### config.mk
export PLATFORM = sky130hd
export DESIGN_NAME = tdm_demux
export DESIGN_NICKNAME = d
export VERILOG_FILES = /design/src/rtl/tdm_demux_pkg.sv /design/src/rtl/tdm_demux_slot_decoder.sv /design/src/rtl/tdm_demux.sv
export SDC_FILE = /design/constraint.sdc
export NUM_CORES = 1
export LEC_CHECK = 0
export CAP_MARGIN = 20
export CORE_MARGIN = 5
export CORE_UTILIZATION = 41
export CTS_CLUSTER_DIAMETER = 80
export DETAILED_ROUTE_END_ITERATION = 8
export GPL_TIMING_DRIVEN = 0
export HOLD_SLACK_MARGIN = 0.15
export MAX_ROUTING_LAYER = met4
export PLACE_DENSITY = 0.79
export SLEW_MARGIN = 20
export SYNTH_ARGS = -nofsm -noshare
export SYNTH_HDL_FRONTEND = slang
export SYNTH_HIERARCHICAL = 1
export SYNTH_SLANG_ARGS = --single-unit
### constraint.sdc
create_clock -name clk -period 1.9 [get_ports clk]
set_input_delay 0.19 -clock clk [delete_from_list [all_inputs] [get_ports clk]]
set_output_delay 0.19 -clock clk [all_outputs]
set_load 0.01 [all_outputs]
### src/rtl/tdm_demux_pkg.sv
// Shared definitions for the TDM receive path: FSM state encoding and the
// ceiling-log2 helper used to size slot counters (also used by the channel mux).
package tdm_demux_pkg;

  typedef enum logic {
    ST_HUNT = 1'b0,
    ST_RUN  = 1'b1
  } state_t;

  function automatic int unsigned clog2(input int unsigned n);
    int unsigned r;
    r = 0;
    for (int unsigned v = n - 1; v > 0; v = v >> 1) r++;
    return (r == 0) ? 1 : r;
  endfunction

endpackage

### src/rtl/tdm_demux_slot_decoder.sv
// Slot index plus enable to one-hot channel select; drives both the capture
// enables and the ch_valid pulses of the demux.
module slot_decoder #(
  parameter int unsigned NUM_CH = 4,
  parameter int unsigned SLOT_W = 2
) (
  input  logic [SLOT_W-1:0] slot,
  input  logic              en,
  output logic [NUM_CH-1:0] onehot
);

  always_comb begin
    onehot = '0;
    for (int unsigned c = 0; c < NUM_CH; c++) begin
      onehot[c] = en && (slot == SLOT_W'(c));
    end
  end

endmodule

### src/rtl/tdm_demux.sv
// TDM demultiplexer: aligns to frame_sync, steers each beat into its channel
// register and flags framing errors. All outputs are registered.
module tdm_demux
  import tdm_demux_pkg::*;
#(
  parameter int unsigned NUM_CH = 4,
  parameter int unsigned DATA_W = 8
) (
  input  logic                     clk,
  input  logic                     rst,
  input  logic                     in_valid,
  input  logic                     frame_sync,
  input  logic [DATA_W-1:0]        in_data,
  output logic [NUM_CH*DATA_W-1:0] ch_data,
  output logic [NUM_CH-1:0]        ch_valid,
  output logic                     frame_done,
  output logic                     sync_err,
  output logic                     locked
);

  localparam int unsigned SLOT_W = clog2(NUM_CH);
  localparam logic [SLOT_W-1:0] LAST_SLOT = SLOT_W'(NUM_CH - 1);

  state_t                    state_q, state_d;
  logic [SLOT_W-1:0]         slot_q, slot_d;
  logic [NUM_CH*DATA_W-1:0]  ch_data_q, ch_data_d;
  logic [NUM_CH-1:0]         ch_valid_q, ch_valid_d;
  logic                      frame_done_q, frame_done_d;
  logic                      sync_err_q, sync_err_d;
  logic                      locked_q, locked_d;

  logic                      cap_en;
  logic [SLOT_W-1:0]         cap_slot;
  logic [NUM_CH-1:0]         cap_onehot;
  logic [SLOT_W-1:0]         slot_next;

  // Explicit wrap so non-power-of-two channel counts cycle correctly.
  assign slot_next = (slot_q == LAST_SLOT) ? '0 : slot_q + SLOT_W'(1);

  always_comb begin
    state_d      = state_q;
    slot_d       = slot_q;
    cap_en       = 1'b0;
    cap_slot     = slot_q;
    frame_done_d = 1'b0;
    sync_err_d   = 1'b0;
    if (in_valid) begin
      unique case (state_q)
        ST_HUNT: begin
          if (frame_sync) begin
            cap_en   = 1'b1;
            cap_slot = '0;
            state_d  = ST_RUN;
            slot_d   = SLOT_W'(1);
          end
        end
        ST_RUN: begin
          if (slot_q == '0) begin
            if (frame_sync) begin
              cap_en = 1'b1;
              slot_d = slot_next;
            end else begin
              sync_err_d = 1'b1;
              state_d    = ST_HUNT;
              slot_d     = '0;
            end
          end else if (frame_sync) begin
            sync_err_d = 1'b1;
            cap_en     = 1'b1;
            cap_slot   = '0;
            slot_d     = SLOT_W'(1);
          end else begin
            cap_en       = 1'b1;
            frame_done_d = (slot_q == LAST_SLOT);
            slot_d       = slot_next;
          end
        end
        default: state_d = ST_HUNT;
      endcase
    end
  end

  slot_decoder #(
    .NUM_CH (NUM_CH),
    .SLOT_W (SLOT_W)
  ) u_slot_decoder (
    .slot   (cap_slot),
    .en     (cap_en),
    .onehot (cap_onehot)
  );

  always_comb begin
    ch_data_d  = ch_data_q;
    ch_valid_d = cap_onehot;
    locked_d   = (state_d == ST_RUN);
    for (int unsigned c = 0; c < NUM_CH; c++) begin
      if (cap_onehot[c]) ch_data_d[c*DATA_W +: DATA_W] = in_data;
    end
  end

  always_ff @(posedge clk or posedge rst) begin
    if (rst) begin
      state_q      <= ST_HUNT;
      slot_q       <= '0;
      ch_data_q    <= '0;
      ch_valid_q   <= '0;
      frame_done_q <= 1'b0;
      sync_err_q   <= 1'b0;
      locked_q     <= 1'b0;
    end else begin
      state_q      <= state_d;
      slot_q       <= slot_d;
      ch_data_q    <= ch_data_d;
      ch_valid_q   <= ch_valid_d;
      frame_done_q <= frame_done_d;
      sync_err_q   <= sync_err_d;
      locked_q     <= locked_d;
    end
  end

  assign ch_data    = ch_data_q;
  assign ch_valid   = ch_valid_q;
  assign frame_done = frame_done_q;
  assign sync_err   = sync_err_q;
  assign locked     = locked_q;

endmodule

==> impl_metrics.py, run 1 <==
metrics = {
    "power": {
        "leakagePower_nw": 1.062,
        "ir_drop_mv": 0.8131,
        "p_per_area_nw_per_um2": 1643,
    },
    "logic_synthesis": {
        "synth_edf_count": 0,
        "post-synth-top-count-cell": "dfrtp_1",
        "netlist_area_um2": 1643,
        "netlist_instances": 111,
        "synth_ff_type": "dfrtp_1",
        "yosysTopAreaCell": "dfrtp_1",
        "synth_area_leaders": "dfrtp_1, mux2_2, ha_1",
        "yosys_warnings": 6,
        "seq_area_frac_synth_pct": 62.45,
        "async_reset_ff_share_pct": 100.0,
        "synth_area_per_cell_um2": 14.80,
        "synth_commonest_cells": "dfrtp_1, mux2_2",
        "synth-seq-cells": 41,
        "synth_cell_types": 24,
        "syn-num-nets": 126,
        "synth_top_area_share_pct": 62.45,
    },
    "timing": {
        "rsz0062_at_grt": "true",
        "setup_viol": 0,
        "slew-limit-headroom_pct": 74.31,
        "max_slew.worst_pin.slew_ns": 0.3853,
        "fin_skew_ns": 0.005578,
        "period_share_pct": 98.21,
        "fin_tns_setup_ns": 0,
        "fin_crit_ns": 1.866,
        "slew_viol_final": 0,
        "hold_violations": 0,
        "fmax_mhz": 535.9,
    },
    "grt": {
        "grt_usage_pct": 15.14,
        "grt_max_degree": 30,
        "grt_antenna_before_repair": 0,
        "grt_remaining_overflow": 0,
        "grt_pass1_wl_um": 5892,
        "grt_pass1_vias": 1174,
    },
    "cts": {
        "htree_levels": 2,
        "clk_latency_ns": 0.30,
        "cts_buffers": 5,
        "clk_transition_reported_paths_ns": 0.08,
        "clkSinkCount": 41,
        "clockBufferDepth": 2,
        "cts_tree": "yes",
        "cts_root_buf": "clkbuf_8",
    },
    "setup_path": {
        "endpoint_kind": "register",
        "path_depth": 7,
        "startpoint": "slot_q[0]$_DFFE_PP0P_",
        "cp_top_family": "flip-flops",
        "rr_endpoint": "ch_data[4]$_DFFE_PP0P_",
        "path_buf_inv": 2,
        "slowest_delay_ns": 0.37,
        "worstSetupStartpointType": "register",
        "cp.required_ns": 2.08,
        "arrival_ns": 2.05,
        "rr_startpoint": "slot_q[0]$_DFFE_PP0P_",
        "crit_path_end": "ch_data[4]$_DFFE_PP0P_",
        "worst_path_most_repeated_cell": "ha_4",
        "r2r_setup_slack_ns": 0.03,
        "critPathSlowestCell": "dfrtp_1",
        "crit_chain": "inv_2 > ha_4 > ha_4 > a21oi_4 > nor3b_4 > buf_6 > mux2_2",
        "criticalPathCategory": "register to register",
        "path_max_fanout": 8,
        "reg2reg_depth": 7,
    },
    "drt": {
        "wirelength_um": 3794,
        "first_iter_violations": 63,
        "drt-pass1-iter-count": 4,
        "wl_per_cell_um": 16.64,
        "drtAntennaViolNets": 0,
        "via_per_inst": 4.961,
        "vias": 1131,
        "drc_errors": 0,
    },
    "placed_design": {
        "dp_hpwl_um": 2646,
        "postPlaceCellArea_um2": 2213,
        "gp_congestion": 0.7584,
        "io_buffers": 48,
        "dp.cells": 210,
    },
    "final_layout": {
        "nets": 192,
        "insertedDiodeCount": 0,
        "layout.cells.non_filler": 228,
        "stdcell_area_um2": 2467,
        "drive_gt1_share_pct": 38.76,
        "syn2layout_area_growth_pct": 50.19,
        "fillers": 300,
        "postLayoutCoreUtil_pct": 62.58,
    },
    "floorplan": {
        "core_um2": 3943,
        "chipHeight_um": 73.30,
        "ioPinCount": 51,
        "start_util_pct": 41.67,
        "num_rows": 23,
        "die_w_um": 73.30,
        "die-area_um2": 5373,
    },
    "outcome": {
        "status": "complete, no violations",
    },
    "hold_path": {
        "holdCritPathClass": "input pin to asynchronous set/reset pin",
    },
    "flow_run": {
        "drv_cap": 0,
    },
}
==> per-stage QoR <==
stage	power (mW)	setup WS (ns)	hold WS, ns
detailed placement	3.292	-0.2322	0.3954
global placement	3.201	-0.1461	0.3940
floorplan	2.312	0.05401	0.3416
finish	4.055	0.03408	0.1556
CTS	3.944	0.01411	0.1621
global route	4.279	-0.05577	0.1874
==> power by group <==
part,leakage (nW),total [mW],switching (mW),internal [mW]
combinational,0.517,2.00,0.754,1.25
sequential,0.500,1.50,0.229,1.27
clock,0.0439,0.551,0.298,0.253
total,1.06,4.05,1.28,2.77
==> cell usage in the layout (no fill, tap or decap), types with 2 or more instances in the layout <==
| cell | count |
|---|---|
| clkbuf_8 | 5 |
| clkdlybuf4s50_1 | 48 |
| a21oi_4 | 2 |
| clkinv_2 | 2 |
| ha_4 | 2 |
| nor2_4 | 2 |
| dfrtp_1 | 41 |
| a21oi_1 | 2 |
| mux2_2 | 32 |
| nand2_1 | 2 |
| buf_4 | 10 |
| and3b_2 | 2 |
| buf_6 | 4 |
| nor2_1 | 2 |
| inv_2 | 3 |
==> layout make-up <==
cell class	count	area, µm²	area share, %
Buffer	6	60.06	2.434
Clock buffer	5	68.82	2.789
Clock inverter	3	17.52	0.7099
Inverter	4	15.01	0.6085
Multi-Input combinational cell	60	634.4	25.71
Sequential cell	41	1026	41.58
Tap cell	50	62.56	2.535
Timing Repair Buffer	59	583.1	23.63
==> registers in the layout, summed over array words and instances, names as in the netlist <==
name and cells:
sync_err 1, locked 1, ch_valid 4, slot_q 2
frame_done 1, ch_data 32
==> how the worst min path moves through the flow <==
stage,slack [ns],cells after the start,endpoint,startpoint
final,0.16,2,ch_data[14]$_DFFE_PP0P_,rst
after global placement,0.39,2,frame_done$_DFF_PP0_,frame_sync
after CTS,0.16,2,ch_data[6]$_DFFE_PP0P_,rst
after floorplan,0.34,1,ch_data[0]$_DFFE_PP0P_,in_data[0]
after global routing,0.19,2,ch_data[6]$_DFFE_PP0P_,rst
after detailed placement,0.40,2,frame_done$_DFF_PP0_,frame_sync
==> worst register-to-register path, cell delays in order, from the launching register on <==
cell     delay (ns)
dfrtp_1        0.37
inv_2          0.07
ha_4           0.19
ha_4           0.18
a21oi_4        0.18
nor3b_4        0.24
buf_6          0.18
mux2_2         0.34
==> metal layers <==
| metal | wire, µm | share of wire, % | track usage [%] |
|---|---|---|---|
| met3 | 242 | 6.4 | 3.694 |
| met1 | 1450 | 38 | 16.77 |
| met4 | 73 | 1.9 | 6.036 |
| met2 | 2027 | 53 | 26.12 |
| met5 | 0 | 0 | - |
==> timing repair <==
action                     in CTS  in global routing
hold buffers                    2                  0
setup endpoints to repair      32                 32
buffers inserted                2                  6
pin swaps                       2                  2
resized for setup              11                 11
hold endpoints to repair        2                  0
==> kinds of logic after synthesis <==
kind of cell	after synthesis	synth area share [%]
buffers and inverters	10	3.275
muxes	32	21.93
adders and majority gates	3	2.285
DFF	41	62.45
AOI/OAI and AO/OA	10	3.656
and+or+nand+nor	14	5.865
xor gates and xnor gates	1	0.5332
Note: power is estimated with default switching activity, not from simulation.
==> run 2: changes to the inputs <==
- CORE_UTILIZATION: 41 -> 45
- CTS_CLUSTER_SIZE: not set -> 10
- DONT_BUFFER_PORTS: not set -> 1
- PLACE_DENSITY: 0.79 -> 0.66
==> run 2 against run 1 <==
- sequential share of layout area is 8.1 points higher
- die area is 7.7% lower
- first-iteration DRC count is 75% lower
- largest cell class unchanged
- highest routed layer unchanged
==> impl_metrics.py, run 2 (synthesis results as in run 1) <==
metrics = {
    "placed_design": {
        "dp_hpwl_um": 2276,
        "dpl_worst_slack_ns": -0.2652,
        "postPlaceCellArea_um2": 1730,
        "gp_congestion": 0.8384,
        "io_buffers": 0,
        "dp.cells": 160,
    },
    "outcome": {
        "status": "complete, no violations",
    },
    "setup_path": {
        "slowest_delay_ns": 0.38,
        "critPathSlowestCell": "dfrtp_1",
        "worstSetupStartpointType": "register",
        "criticalPathCategory": "register to register",
        "endpoint_kind": "register",
        "worst_path_most_repeated_cell": "ha_4",
        "r2r_setup_slack_ns": 0.05,
        "cp.required_ns": 2.07,
        "arrival_ns": 2.01,
        "crit_chain": "inv_2 > ha_4 > ha_4 > a21oi_4 > nor3b_4 > buf_6 > mux2_2",
        "cp_top_family": "flip-flops",
        "path_max_fanout": 8,
        "path_buf_inv": 2,
    },
    "grt": {
        "grt_max_degree": 32,
        "grt_pass1_wl_um": 5319,
        "grt_antenna_before_repair": 0,
        "grt_remaining_overflow": 0,
        "grt_usage_pct": 14.42,
        "grt_pass1_vias": 978,
    },
    "cts": {
        "clkSinkCount": 41,
        "cts_root_buf": "clkbuf_8",
        "clockBufferDepth": 2,
        "clk_transition_reported_paths_ns": 0.07,
        "clk_latency_ns": 0.28,
        "htree_levels": 2,
        "cts_tree": "yes",
        "cts_buffers": 5,
    },
    "final_layout": {
        "insertedDiodeCount": 0,
        "largest_register_ffs": 32,
        "regArea_um2": 1027,
        "multi_input_area_um2": 640.6,
        "postLayoutCoreUtil_pct": 57.29,
        "final_common_cell": "dfrtp_1",
        "layout.cells.non_filler": 185,
        "layout_common_cells": "dfrtp_1, mux2_2, dlygate4sd3_1, buf_4, clkbuf_8",
        "fillers": 284,
        "nets": 151,
        "drive_gt1_share_pct": 46.72,
        "syn2layout_area_growth_pct": 25.74,
        "stdcell_area_um2": 2066,
    },
    "timing": {
        "whs_ns": 0.2370,
        "fin_skew_ns": 0.004424,
        "fin_ws_ns": 0.05459,
        "fmax_mhz": 541.9,
        "fin_crit_ns": 1.845,
        "slew-limit-headroom_pct": 79.61,
        "max_slew.worst_pin.slew_ns": 0.3039,
        "setup_viol": 0,
        "fin_tns_setup_ns": 0,
        "period_share_pct": 97.13,
        "slew_viol_final": 0,
        "hold_violations": 0,
        "rsz0062_at_grt": "true",
    },
    "power": {
        "power_mw": 3.306,
        "ir_drop_mv": 0.7218,
        "p_per_area_nw_per_um2": 1600,
        "leakagePower_nw": 0.9047,
    },
    "drt": {
        "drc_errors": 0,
        "wirelength_um": 3288,
        "first_iter_violations": 16,
        "drtAntennaViolNets": 0,
        "vias": 945,
        "wl_per_cell_um": 17.77,
        "via_per_inst": 5.108,
        "drt-pass1-iter-count": 2,
    },
    "floorplan": {
        "num_rows": 22,
        "die-area_um2": 4959,
        "die_w_um": 70.42,
        "start_util_pct": 45.56,
        "ioPinCount": 51,
        "core_um2": 3606,
        "chipHeight_um": 70.42,
    },
    "hold_path": {
        "holdCritPathClass": "input pin to register",
    },
    "flow_run": {
        "drv_cap": 0,
    },
}
[run 2: changes by cell type in the layout (fill, tap and decap cells not counted), moves of 2 or more]
cell | before | now
clkbuf_1 | 0 | 3
buf_4 | 10 | 7
mux2_2 | 32 | 30
dlygate4sd3_1 | 1 | 11
clkinv_2 | 2 | 0
mux2_4 | 0 | 2
clkdlybuf4s50_1 | 48 | 0
[run 2: per-layer routing]
layer	part of all wire [%]	GRT usage, %
met1	38	15.14
met2	54	23.91
met3	6.8	5.755
met4	1.3	6.170
met5	0	-
[run 2: area by class of cell]
type / instances / share of cell area, %
buffer: 6 / 3.271
clock buffer: 8 / 3.876
inverter: 4 / 0.7268
multi-input combinational: 60 / 31.01
sequential: 41 / 49.73
tap: 48 / 2.907
timing repair buffer: 18 / 8.480
[run 2: what timing repair did]
action	in CTS	in global routing
cloned	0	0
buffers inserted	2	4
endpoints found under the setup margin	32	32
endpoints found under the hold margin	75	4
resized for setup	11	14
pin swaps	2	2
hold buffers	10	1
[run 2: power by group]
part           leakage, nW  internal [mW]  switching (mW)  total, mW
Clock               0.0395          0.261           0.261      0.521
Combinational        0.365          0.624           0.401       1.03
Sequential           0.500           1.28           0.482       1.76
[run 2: worst reg2reg max path: cells and delay by family, from the launching register on]
family                   cells  cell delay [ns]
buffers and inverters        2             0.25
flip-flops                   1             0.38
multiplexers                 1             0.35
AND/OR/NAND/NOR              1             0.22
adder cells (fa/ha/maj)      2             0.37
AO/OA/AOI/OAI                1             0.17
[run 2: worst paths after layout]
path,endpoint,depth (start not counted),from
setup / recovery,ch_data[4]$_DFFE_PP0P_,7,slot_q[1]$_DFFE_PP0P_
hold / removal,slot_q[0]$_DFFE_PP0P_,3,frame_sync
setup reg to reg,ch_data[4]$_DFFE_PP0P_,7,slot_q[1]$_DFFE_PP0P_
hold reg to reg,ch_data[22]$_DFFE_PP0P_,1,ch_data[22]$_DFFE_PP0P_
max in group asynchronous,ch_data[29]$_DFFE_PP0P_,3,rst
min in group asynchronous,ch_valid[1]$_DFF_PP0_,2,rst
==> run 3: changes to the inputs <==
- PLACE_DENSITY: 0.66 -> not set
- PLACE_DENSITY_LB_ADDON: not set -> 0.12
==> run 3 against run 2 <==
- clock-buffer cell count is 2 lower
- worst setup slack improved by 0.034 ns
- critical path depth did not move
- routed wire length down 0.85%
- combinational power down 9%
- clock power is 3% higher
- via count increased by 0.53%
- largest cell class unchanged
- critical path type unchanged
==> impl_metrics.py, run 3 (synthesis results as in run 1) <==
metrics = {
    "final_layout": {
        "drive_gt1_share_pct": 47.41,
        "final_common_cell": "dfrtp_1",
        "largest_register_ffs": 32,
        "layout_common_cells": "dfrtp_1, mux2_2, dlygate4sd3_1, buf_4, clkbuf_8",
        "nets": 149,
        "layout.cells.non_filler": 183,
        "syn2layout_area_growth_pct": 23.00,
        "insertedDiodeCount": 0,
    },
    "hold_path": {
        "holdCritPathClass": "input pin to register",
    },
    "grt": {
        "grt_pass1_wl_um": 5444,
        "grt_remaining_overflow": 0,
        "grt_pass1_vias": 1013,
        "grt_antenna_before_repair": 0,
        "grt_usage_pct": 14.74,
        "grt_max_degree": 33,
    },
    "cts": {
        "cts_root_buf": "clkbuf_8",
        "clk_transition_reported_paths_ns": 0.07,
        "cts_buffers": 5,
        "cts_tree": "yes",
        "clk_latency_ns": 0.29,
        "htree_levels": 2,
        "clkSinkCount": 41,
        "clockBufferDepth": 2,
    },
    "timing": {
        "slew-limit-headroom_pct": 80.22,
        "fin_crit_ns": 1.811,
        "hold_violations": 0,
        "setup_viol": 0,
        "max_slew.worst_pin.slew_ns": 0.2948,
        "fin_skew_ns": 0.009156,
        "period_share_pct": 95.33,
        "slew_viol_final": 0,
        "fmax_mhz": 552.1,
        "fin_ws_ns": 0.08865,
        "rsz0062_at_grt": "false",
    },
    "placed_design": {
        "io_buffers": 0,
        "dpl_worst_slack_ns": -0.2035,
        "dp_hpwl_um": 2191,
        "gp_congestion": 0.8093,
        "dp.cells": 160,
    },
    "power": {
        "leakagePower_nw": 0.8850,
        "ir_drop_mv": 0.6062,
        "p_per_area_nw_per_um2": 1589,
    },
    "drt": {
        "via_per_inst": 5.191,
        "wirelength_um": 3260,
        "first_iter_violations": 26,
        "drtAntennaViolNets": 0,
        "drt-pass1-iter-count": 2,
        "drc_errors": 0,
        "wl_per_cell_um": 17.81,
        "vias": 950,
    },
    "floorplan": {
        "ioPinCount": 51,
        "num_rows": 22,
        "core_um2": 3606,
        "die-area_um2": 4959,
        "chipHeight_um": 70.42,
        "die_w_um": 70.42,
        "start_util_pct": 45.56,
    },
    "flow_run": {
        "drv_cap": 0,
    },
    "setup_path": {
        "endpoint_kind": "register",
        "path_max_fanout": 8,
        "worstSetupStartpointType": "register",
        "criticalPathCategory": "register to register",
        "arrival_ns": 1.98,
        "cp.required_ns": 2.07,
    },
    "outcome": {
        "status": "complete, no violations",
    },
}
run 3: changes by cell type in the layout (fill, tap and decap cells not counted), sizes merged:
cell / delta
clkinv: +2
clkbuf: -2
buf: -2
run 3: per-layer routing:
| layer | part of all wire (%) | wire length, µm | track usage [%] | up-vias |
|---|---|---|---|---|
| met5 | 0 | 0 | - | - |
| li1 | - | - | - | 430 |
| met3 | 6.8 | 223 | 4.892 | 7 |
| met1 | 41 | 1347 | 17.46 | 480 |
| met4 | 2.4 | 77 | 6.809 | 0 |
| met2 | 49 | 1612 | 22.66 | 33 |
run 3: final timing paths:
path / start / to / depth (start not counted) / slack (ns)
worst max-delay path: slot_q[0]$_DFFE_PP0P_ / ch_data[7]$_DFFE_PP0P_ / 7 / 0.09
worst min-delay path: frame_sync / locked$_DFFE_PP0P_ / 3 / 0.23
worst max register to register: slot_q[0]$_DFFE_PP0P_ / ch_data[7]$_DFFE_PP0P_ / 7 / 0.09
worst min register to register: ch_data[3]$_DFFE_PP0P_ / ch_data[3]$_DFFE_PP0P_ / 1 / 0.58
max in group asynchronous: rst / locked$_DFFE_PP0P_ / 3 / 1.16
min in group asynchronous: rst / ch_data[26]$_DFFE_PP0P_ / 2 / 0.29
run 3: cell type report:
class	instances	area, µm²
clock inverters	2	10.01
inverters	4	15.01
multi-input cells	60	615.6
well taps	48	60.06
repair buffers	16	160.2
clock buffers	6	72.57
plain buffers	6	60.06
fillers	306	1585
flip-flops and latches	41	1027
run 3: stage by stage:
stage | util (%) | setup TNS (ns) | power, mW | hold slack, ns | instance area [µm²]
2_1_floorplan | - | 0 | 2.312 | 0.3416 | 1650
3_3_place_gp | 47.43 | -5.487 | 2.493 | 0.3425 | 1710
3_5_place_dp | 47.99 | -5.692 | 2.538 | 0.01220 | 1730
4_1_cts | 54.68 | 0 | 3.189 | 0.2228 | 1972
5_1_grt | 56.04 | 0 | 3.432 | 0.2303 | 2021
6_report | 56.04 | 0 | 3.210 | 0.2273 | 2021
run 3: repair_timing:
item                                   in CTS  in global routing
pin swaps                                   2                  4
setup endpoints to repair                  32                 32
hold buffers                               11                  0
resized for setup                           9                  9
endpoints found under the hold margin      75                  0
buffers inserted                            2                  2
run 3: worst max-delay path, stage by stage, from the launching register on:
cell	delay [ns]
dfrtp_1	0.36
inv_2	0.07
ha_4	0.18
ha_4	0.17
a21oi_4	0.17
nor3b_4	0.23
buf_6	0.19
mux2_2	0.34
run 3: power by group:
group	internal [mW]	switching [mW]	leakage, nW
Sequential	1.28	0.464	0.500
Combinational	0.566	0.368	0.340
Clock	0.254	0.282	0.0450
Total	2.10	1.11	0.885
